==> config.mk <==
export PLATFORM = sky130hd
export DESIGN_NAME = hs4_rx_bridge
export DESIGN_NICKNAME = d
export VERILOG_FILES = /design/src/rtl/hs4_pkg.sv /design/src/rtl/sync_ff.sv /design/src/rtl/hs4_rx_bridge.sv
export SDC_FILE = /design/constraint.sdc
export NUM_CORES = 1
export LEC_CHECK = 0
export ABC_AREA = 0
export ABC_CLOCK_PERIOD_IN_PS = 4800
export BUFFER_PORTS_ARGS = -buffer_cell sky130_fd_sc_hd__buf_4
export CAP_MARGIN = 25
export CORE_ASPECT_RATIO = 0.7
export CORE_MARGIN = 2
export CORE_UTILIZATION = 61
export DETAILED_ROUTE_END_ITERATION = 16
export GPL_TIMING_DRIVEN = 0
export PLACE_DENSITY = 0.94
export SLEW_MARGIN = 20
export SYNTH_ARGS = -nofsm -noshare
export SYNTH_HDL_FRONTEND = slang
export SYNTH_HIERARCHICAL = 1
export SYNTH_SLANG_ARGS = --single-unit
==> constraint.sdc <==
create_clock -name clk -period 4.8 [get_ports clk]
set_input_delay 0.72 -clock clk [delete_from_list [all_inputs] [get_ports clk]]
set_output_delay 0.72 -clock clk [all_outputs]
set_load 0.01 [all_outputs]
==> src/rtl/hs4_pkg.sv <==
// hs4_pkg
// Shared types for the 4-phase bundled-data bridges at the async/sync boundary.
// Contents:
//   hs4_rx_state_t  receive-side handshake FSM states
//     IDLE  waiting for a synchronised request and free FIFO space
//     ACK   token captured, in_ack asserted, waiting for request to return low
//     RTZ   one quiet cycle so the next request rise is seen fresh
package hs4_pkg;

    typedef enum logic [1:0] {
        IDLE = 2'd0,
        ACK  = 2'd1,
        RTZ  = 2'd2
    } hs4_rx_state_t;

endpackage

==> src/rtl/sync_ff.sv <==
// sync_ff
// Multi-flop synchroniser for a single asynchronous control bit.
// Shared by the receive and transmit handshake bridges.
// Ports:
//   clk    in  destination clock
//   rst_n  in  asynchronous active-low reset, clears every stage to 0
//   d      in  asynchronous input bit
//   q      out synchronised bit, STAGES clock edges after d
module sync_ff #(
    parameter int STAGES = 2
) (
    input  logic clk,
    input  logic rst_n,
    input  logic d,
    output logic q
);

    logic [STAGES-1:0] sync_reg;

    generate
        for (genvar gi = 0; gi < STAGES; gi++) begin : g_stage
            if (gi == 0) begin : g_first
                always_ff @(posedge clk or negedge rst_n) begin
                    if (!rst_n) begin
                        sync_reg[0] <= 1'b0;
                    end else begin
                        sync_reg[0] <= d;
                    end
                end
            end else begin : g_rest
                always_ff @(posedge clk or negedge rst_n) begin
                    if (!rst_n) begin
                        sync_reg[gi] <= 1'b0;
                    end else begin
                        sync_reg[gi] <= sync_reg[gi-1];
                    end
                end
            end
        end
    endgenerate

    assign q = sync_reg[STAGES-1];

endmodule

==> src/rtl/hs4_rx_bridge.sv <==
// hs4_rx_bridge
// Receives 4-phase bundled-data tokens from an asynchronous C-element pipeline
// and presents them to the clocked core as a first-word-fall-through
// valid/ready stream.
// Ports:
//   clk        in  core clock
//   rst_n      in  asynchronous active-low reset
//   in_req     in  4-phase request from upstream (asynchronous)
//   in_data    in  bundled payload, stable while in_req is high
//   in_ack     out 4-phase acknowledge to upstream
//   out_valid  out FIFO head valid
//   out_data   out FIFO head, 0 when empty
//   out_ready  in  consumer takes the head this cycle
//   count      out FIFO occupancy, 0..DEPTH
module hs4_rx_bridge
    import hs4_pkg::*;
#(
    parameter int DATA_W      = 32,
    parameter int SYNC_STAGES = 2,
    parameter int DEPTH       = 4
) (
    input  logic                     clk,
    input  logic                     rst_n,
    input  logic                     in_req,
    input  logic [DATA_W-1:0]        in_data,
    output logic                     in_ack,
    output logic                     out_valid,
    output logic [DATA_W-1:0]        out_data,
    input  logic                     out_ready,
    output logic [$clog2(DEPTH):0]   count
);

    localparam int PTR_W = $clog2(DEPTH);
    localparam int CNT_W = PTR_W + 1;
    localparam logic [CNT_W-1:0] DEPTH_C = CNT_W'(DEPTH);

    logic                req_s;
    hs4_rx_state_t       state_reg;
    hs4_rx_state_t       state_next;
    logic [PTR_W-1:0]    wr_ptr_reg;
    logic [PTR_W-1:0]    rd_ptr_reg;
    logic [CNT_W-1:0]    count_reg;
    logic [DATA_W-1:0]   mem [DEPTH];
    logic                push;
    logic                pop;
    logic                full;

    sync_ff #(
        .STAGES (SYNC_STAGES)
    ) u_req_sync (
        .clk   (clk),
        .rst_n (rst_n),
        .d     (in_req),
        .q     (req_s)
    );

    // Full is judged on the registered count only, so a pop in the same
    // cycle does not open a slot until the following cycle.
    assign full = (count_reg == DEPTH_C);
    assign pop  = (count_reg != '0) && out_ready;

    always_comb begin
        state_next = state_reg;
        push       = 1'b0;
        case (state_reg)
            IDLE: begin
                // While full, stay here with in_ack low; upstream stalls.
                if (req_s && !full) begin
                    push       = 1'b1;
                    state_next = ACK;
                end
            end
            ACK: begin
                if (!req_s) begin
                    state_next = RTZ;
                end
            end
            RTZ: begin
                state_next = IDLE;
            end
            default: begin
                state_next = IDLE;
            end
        endcase
    end

    always_ff @(posedge clk or negedge rst_n) begin
        if (!rst_n) begin
            state_reg  <= IDLE;
            wr_ptr_reg <= '0;
            rd_ptr_reg <= '0;
            count_reg  <= '0;
        end else begin
            state_reg <= state_next;
            if (push) begin
                wr_ptr_reg <= wr_ptr_reg + PTR_W'(1);
            end
            if (pop) begin
                rd_ptr_reg <= rd_ptr_reg + PTR_W'(1);
            end
            case ({push, pop})
                2'b10:   count_reg <= count_reg + CNT_W'(1);
                2'b01:   count_reg <= count_reg - CNT_W'(1);
                default: count_reg <= count_reg;
            endcase
        end
    end

    // Payload storage carries no reset; validity comes from count.
    always_ff @(posedge clk) begin
        if (push) begin
            mem[wr_ptr_reg] <= in_data;
        end
    end

    assign in_ack    = (state_reg == ACK);
    assign out_valid = (count_reg != '0);
    assign out_data  = out_valid ? mem[rd_ptr_reg] : '0;
    assign count     = count_reg;

endmodule

Yosys cells after proc, flatten, opt, wreduce, memory -nomap -nowiden
Memory sizes are Yosys's and may differ from the RTL's.
Cells that the tools add are included.

word-level totals
  bits in writable memories = 128
  input bits = 36
  logic and storage cells = 33
  memories = 1
  flip-flop bits (word level) = 11
  output and inout bits = 37

memories
  memory  words  width  rd ports  clocked after Yosys merged registers in  write ports  RTL line             RTL
  mem     4      32     1         0                                        1            hs4_rx_bridge.sv:43  logic [DATA_W-1:0] mem [DEPTH];

cells by class
  equality and inequality tests = 6
  reduce and logical (&&, ||, !) cells = 7
  multiplexer cells = 9
  $add $sub $neg = 4

operator list
  operator                                             count
  2-to-1 mux 32 bit                                    1
  case mux 3 bit (2 select lines)                      1
  adder 2 x 1 -> 2 bit, second input constant          2
  equality test 2 x 1 -> 1 bit, second input constant  2
  2-to-1 mux 1 bit                                     4
  2-to-1 mux 2 bit                                     2
  inequality test 2 bit, second input constant         2
  case mux 2 bit (2 select lines)                      1
  adder 3 x 1 -> 3 bit, second input constant          1
  equality test 3 bit, second input constant           1
  nonzero test 3 bit                                   1
  subtractor 3 x 1 -> 3 bit, second input constant     1
  equality test 2 bit, second input constant           1
  logical AND 1 bit                                    2
  zero test 2 bit                                      1
  AND reduction 2 bit                                  1
  nonzero test 2 bit                                   1
  zero test 1 bit                                      1

Longest topological paths before layout
  depth in word-level cells = 7
  mapped depth = 9
  mapped depth without buffers = 9

Modules after synthesis
Netlist, hierarchy kept.

by module, submodules not included
  module         cells an instance  area an instance (µm²)  instances  sequential area each (µm²)
  hs4_rx_bridge  248                5,356.4                 1          4,068.9
  sync_ff        2                  50.0                    1          50.0

Worst setup path after synthesis
No wires, ideal clock.

  path type = reg2out
  start = register count_reg[0], in the netlist count[0]
  end = output port out_data[12]
  slack = 2,735 ps
  stages on the path, launching flop included = 5
  required time = 4,080 ps
  buffers on the path = 2
  arrival time = 1,345 ps
  path through = dfrtp_1 > or3_1 > clkbuf_1 > clkbuf_1 > and2_1

on the way
  word-level cells in the longest chain between the ends = 2

RTL lines
  what                    RTL line              RTL
  start, declared         hs4_rx_bridge.sv:42   logic [CNT_W-1:0] count_reg;
  start signal, assigned  hs4_rx_bridge.sv:102  2'b10: count_reg <= count_reg + CNT_W'(1);
  start signal, assigned  hs4_rx_bridge.sv:103  2'b01: count_reg <= count_reg - CNT_W'(1);
  start signal, assigned  hs4_rx_bridge.sv:104  default: count_reg <= count_reg;
  nonzero test 3 bit      hs4_rx_bridge.sv:117  assign out_valid = (count_reg != '0);
  via out_valid           hs4_rx_bridge.sv:27   output logic out_valid,
  2-to-1 mux 32 bit       hs4_rx_bridge.sv:118  assign out_data = out_valid ? mem[rd_ptr_reg] : '0;
  end, declared           hs4_rx_bridge.sv:28   output logic [DATA_W-1:0] out_data,

The timed path passes the listed nets, and every way through them passes these cells.

Worst setup path after layout
  start = register count_reg[2], in the netlist count[2]
  end = output port out_data[15]

on the way
  word-level cells in the longest chain between the ends = 2

RTL lines
  what                RTL line
  nonzero test 3 bit  hs4_rx_bridge.sv:117
  2-to-1 mux 32 bit   hs4_rx_bridge.sv:118

Every way passes these cells.

==> flow_summary.yaml <==
finish:
  multi_input_area_mm2: 0.00119
  drive_gt1_frac: 0.412
  seqCellArea_mm2: 0.00412
  areaGrowthSynthToFinish_pct: 23.1
  largest_register_ffs: 128
  nFillCells: 460
  final_cell_mix: "edfxtp_1 (128), buf_4 (73), and2_1 (34)"
  layout_commonest_cell: "edfxtp_1"
  n_antenna_cell: 0
  fin_area_mm2: 0.00665
  nets: 383
floorplanning:
  die_y_um: 82.8
  initial_utilization: 0.635
  ios: 73
  dieArea_mm2: 0.00964
  core_area_mm2: 0.00851
  placementRows: 28
  die_w_um: 117
yosys:
  ys_seq_elements: 139
  avgSynthCellArea_um2: 21.6
  synth_fp_nets: 292
  ys_seq_area_frac: 0.762
  ys_types: 24
  synthesis.area_mm2: 0.00541
  yosysWarnings: 6
  syn_inst: 250
sta:
  max_slew.worst_pin.slew_ps: 900
  rsz0062_at_grt: "no"
  worst_slack_ps: 1910
  max_freq_ghz: 0.346
  fin_crit_sh: 0.603
  final_max_slew_viol_count: 0
  relSlewSlack: 0.400
  hold_viol_final: 0
  finalSetupViolCount: 0
  finClkSkew_ps: 6.42
  hold-worst-slack_ps: 134
  finalCriticalPeriod_ps: 2890
  tns_ps: 0
pwr:
  p_leak_nw: 2.39
  ir_worst_vdd_mv: 0.510
  power_mw: 4.32
  pwr_density_cell_mw_per_mm2: 649
worst_setup_path:
  cp-start-kind: "flip-flop"
  slowest_delay_ps: 470
  cp_data_required_time_ps: 4080
  worst_path_most_repeated_cell: "clkbuf_1"
  critPathKind: "reg -> out"
  crit_fanout: 10
  worstPathCellList: "or3_1, clkbuf_1, clkbuf_1, and2_1, buf_4"
  worst_path_max_delay_cell: "dfrtp_1"
  crit_path_end_kind: "primary output"
  worstPathArrival_ps: 2170
drt:
  route.vias.total: 2627
  wl_per_cell_um: 21.0
  final_antenna_net_count: 0
  drt_iter0_markers: 247
  drc_errors: 0
  routed_wirelength_um: 9950
  viasPerCell: 5.54
  detail_route.first_pass.iterations: 4
grt:
  first_global_vias: 2843
  antenna_found_initial: 0
  gr-usage-all-layers: 0.228
  globalRouteOverflowTotal: 0
  grt_pass1_wl_um: 15100
  grt_start_max_net_pins: 33
worst_hold_path:
  hp-class: "in -> async"
cts:
  clock_path_buffers: 2
  clock_latency_ps: 410
  clock-sinks: 139
  cts_resized: 0
  cts-root-buf: "clkbuf_16"
  cts_setup_buffers: 0
  clk_pin_slew_ps: 50
  htreeDepth: 4
  tritoncts: "yes"
  holdBufCountCts: 0
  numCtsBuffers: 17
run_status:
  run_status: "completed"
place:
  post-dp-hpwl_um: 5980
  dpl_worst_slack_ps: 2380
  placed_cell_area_mm2: 0.00610
  port_buffers: 72
  place.gp.congestion: 0.730
job:
  cap_violations: 0
worst max-delay path: cells and delay by family (launching register included):
kind,cells,cell delay (ps)
buf+inv,3,910
flops,1,470
simple gates,2,390
final cells by class:
cell class | count | area share
Sequential cell | 139 | 0.619
Multi-Input combinational cell | 92 | 0.178
Timing Repair Buffer | 72 | 0.0812
Clock buffer | 23 | 0.0688
Tap cell | 120 | 0.0226
Clock inverter | 9 | 0.0147
Buffer | 12 | 0.0113
Inverter | 7 | 0.00395
cell families (layout without fill, tap and decap cells):
| kind of cell | Yosys count | count (layout) | share of synthesized area |
|---|---|---|---|
| buf+inv | 19 | 123 | 0.0187 |
| fa+ha+maj | 6 | 6 | 0.0153 |
| xor+xnor | 6 | 6 | 0.00972 |
| compound gates | 3 | 3 | 0.00764 |
| simple gates | 44 | 44 | 0.0507 |
| mux | 33 | 33 | 0.136 |
| flops | 139 | 139 | 0.762 |
cells in the mapped netlist:
| library cell | instances | share of area |
|---|---|---|
| nor2b_1 | 1 | 0.0012 |
| or3_1 | 1 | 0.0012 |
| nand2_1 | 1 | 0.00069 |
| nor2_2 | 1 | 0.0012 |
| inv_1 | 7 | 0.0049 |
| o21ai_0 | 1 | 0.00092 |
| xor2_1 | 3 | 0.0049 |
| buf_2 | 3 | 0.0028 |
| mux4_2 | 32 | 0.13 |
| and2_1 | 34 | 0.039 |
| a21o_2 | 1 | 0.0016 |
| ha_1 | 5 | 0.012 |
| and2_2 | 4 | 0.0056 |
| a2111oi_4 | 1 | 0.0051 |
| buf_6 | 3 | 0.0062 |
| dfrtp_1 | 11 | 0.051 |
| clkbuf_1 | 5 | 0.0035 |
| buf_4 | 1 | 0.0014 |
| mux2_4 | 1 | 0.0028 |
| edfxtp_1 | 128 | 0.71 |
| xnor2_1 | 3 | 0.0049 |
| fa_1 | 1 | 0.0037 |
| nor2_1 | 1 | 0.00069 |
| nand3_1 | 1 | 0.00092 |
per-layer routing:
metal,vias to the layer above,wire length [um],share of wire,GRT usage
met2,89,5050,0.51,0.369
met5,-,0,0,0
met4,0,108,0.011,0.0786
met3,11,587,0.059,0.0730
met1,1363,4200,0.42,0.300
li1,1164,-,-,-
per-stage QoR:
step,std cells,utilization
floorplan,250,-
global placement,442,0.716
detailed placement,442,0.716
CTS,474,0.781
global route,474,0.781
finish,474,0.781
power by group:
part | internal, mW | switching [mW] | total (mW)
clock | 0.772 | 0.461 | 1.23
combinational | 0.766 | 0.693 | 1.46
sequential | 1.55 | 0.0759 | 1.63
path summary, 6_finish.rpt:
kind                                              from       endpoint  slack, ps  cells past startpoint
worst max-delay path                          count[2]   out_data[15]       1910                      5
worst min-delay path                             rst_n  wr_ptr_reg[1]        130                      1
worst max register to register                count[0]      mem[0][2]       2450                      3
worst min register to register  u_req_sync/sync_reg[0]   u_req_sync/q        360                      0
max in group asynchronous                        rst_n  rd_ptr_reg[0]       4520                      1
min in group clk                u_req_sync/sync_reg[0]   u_req_sync/q        360                      0
(Power assumes the default switching activity.)
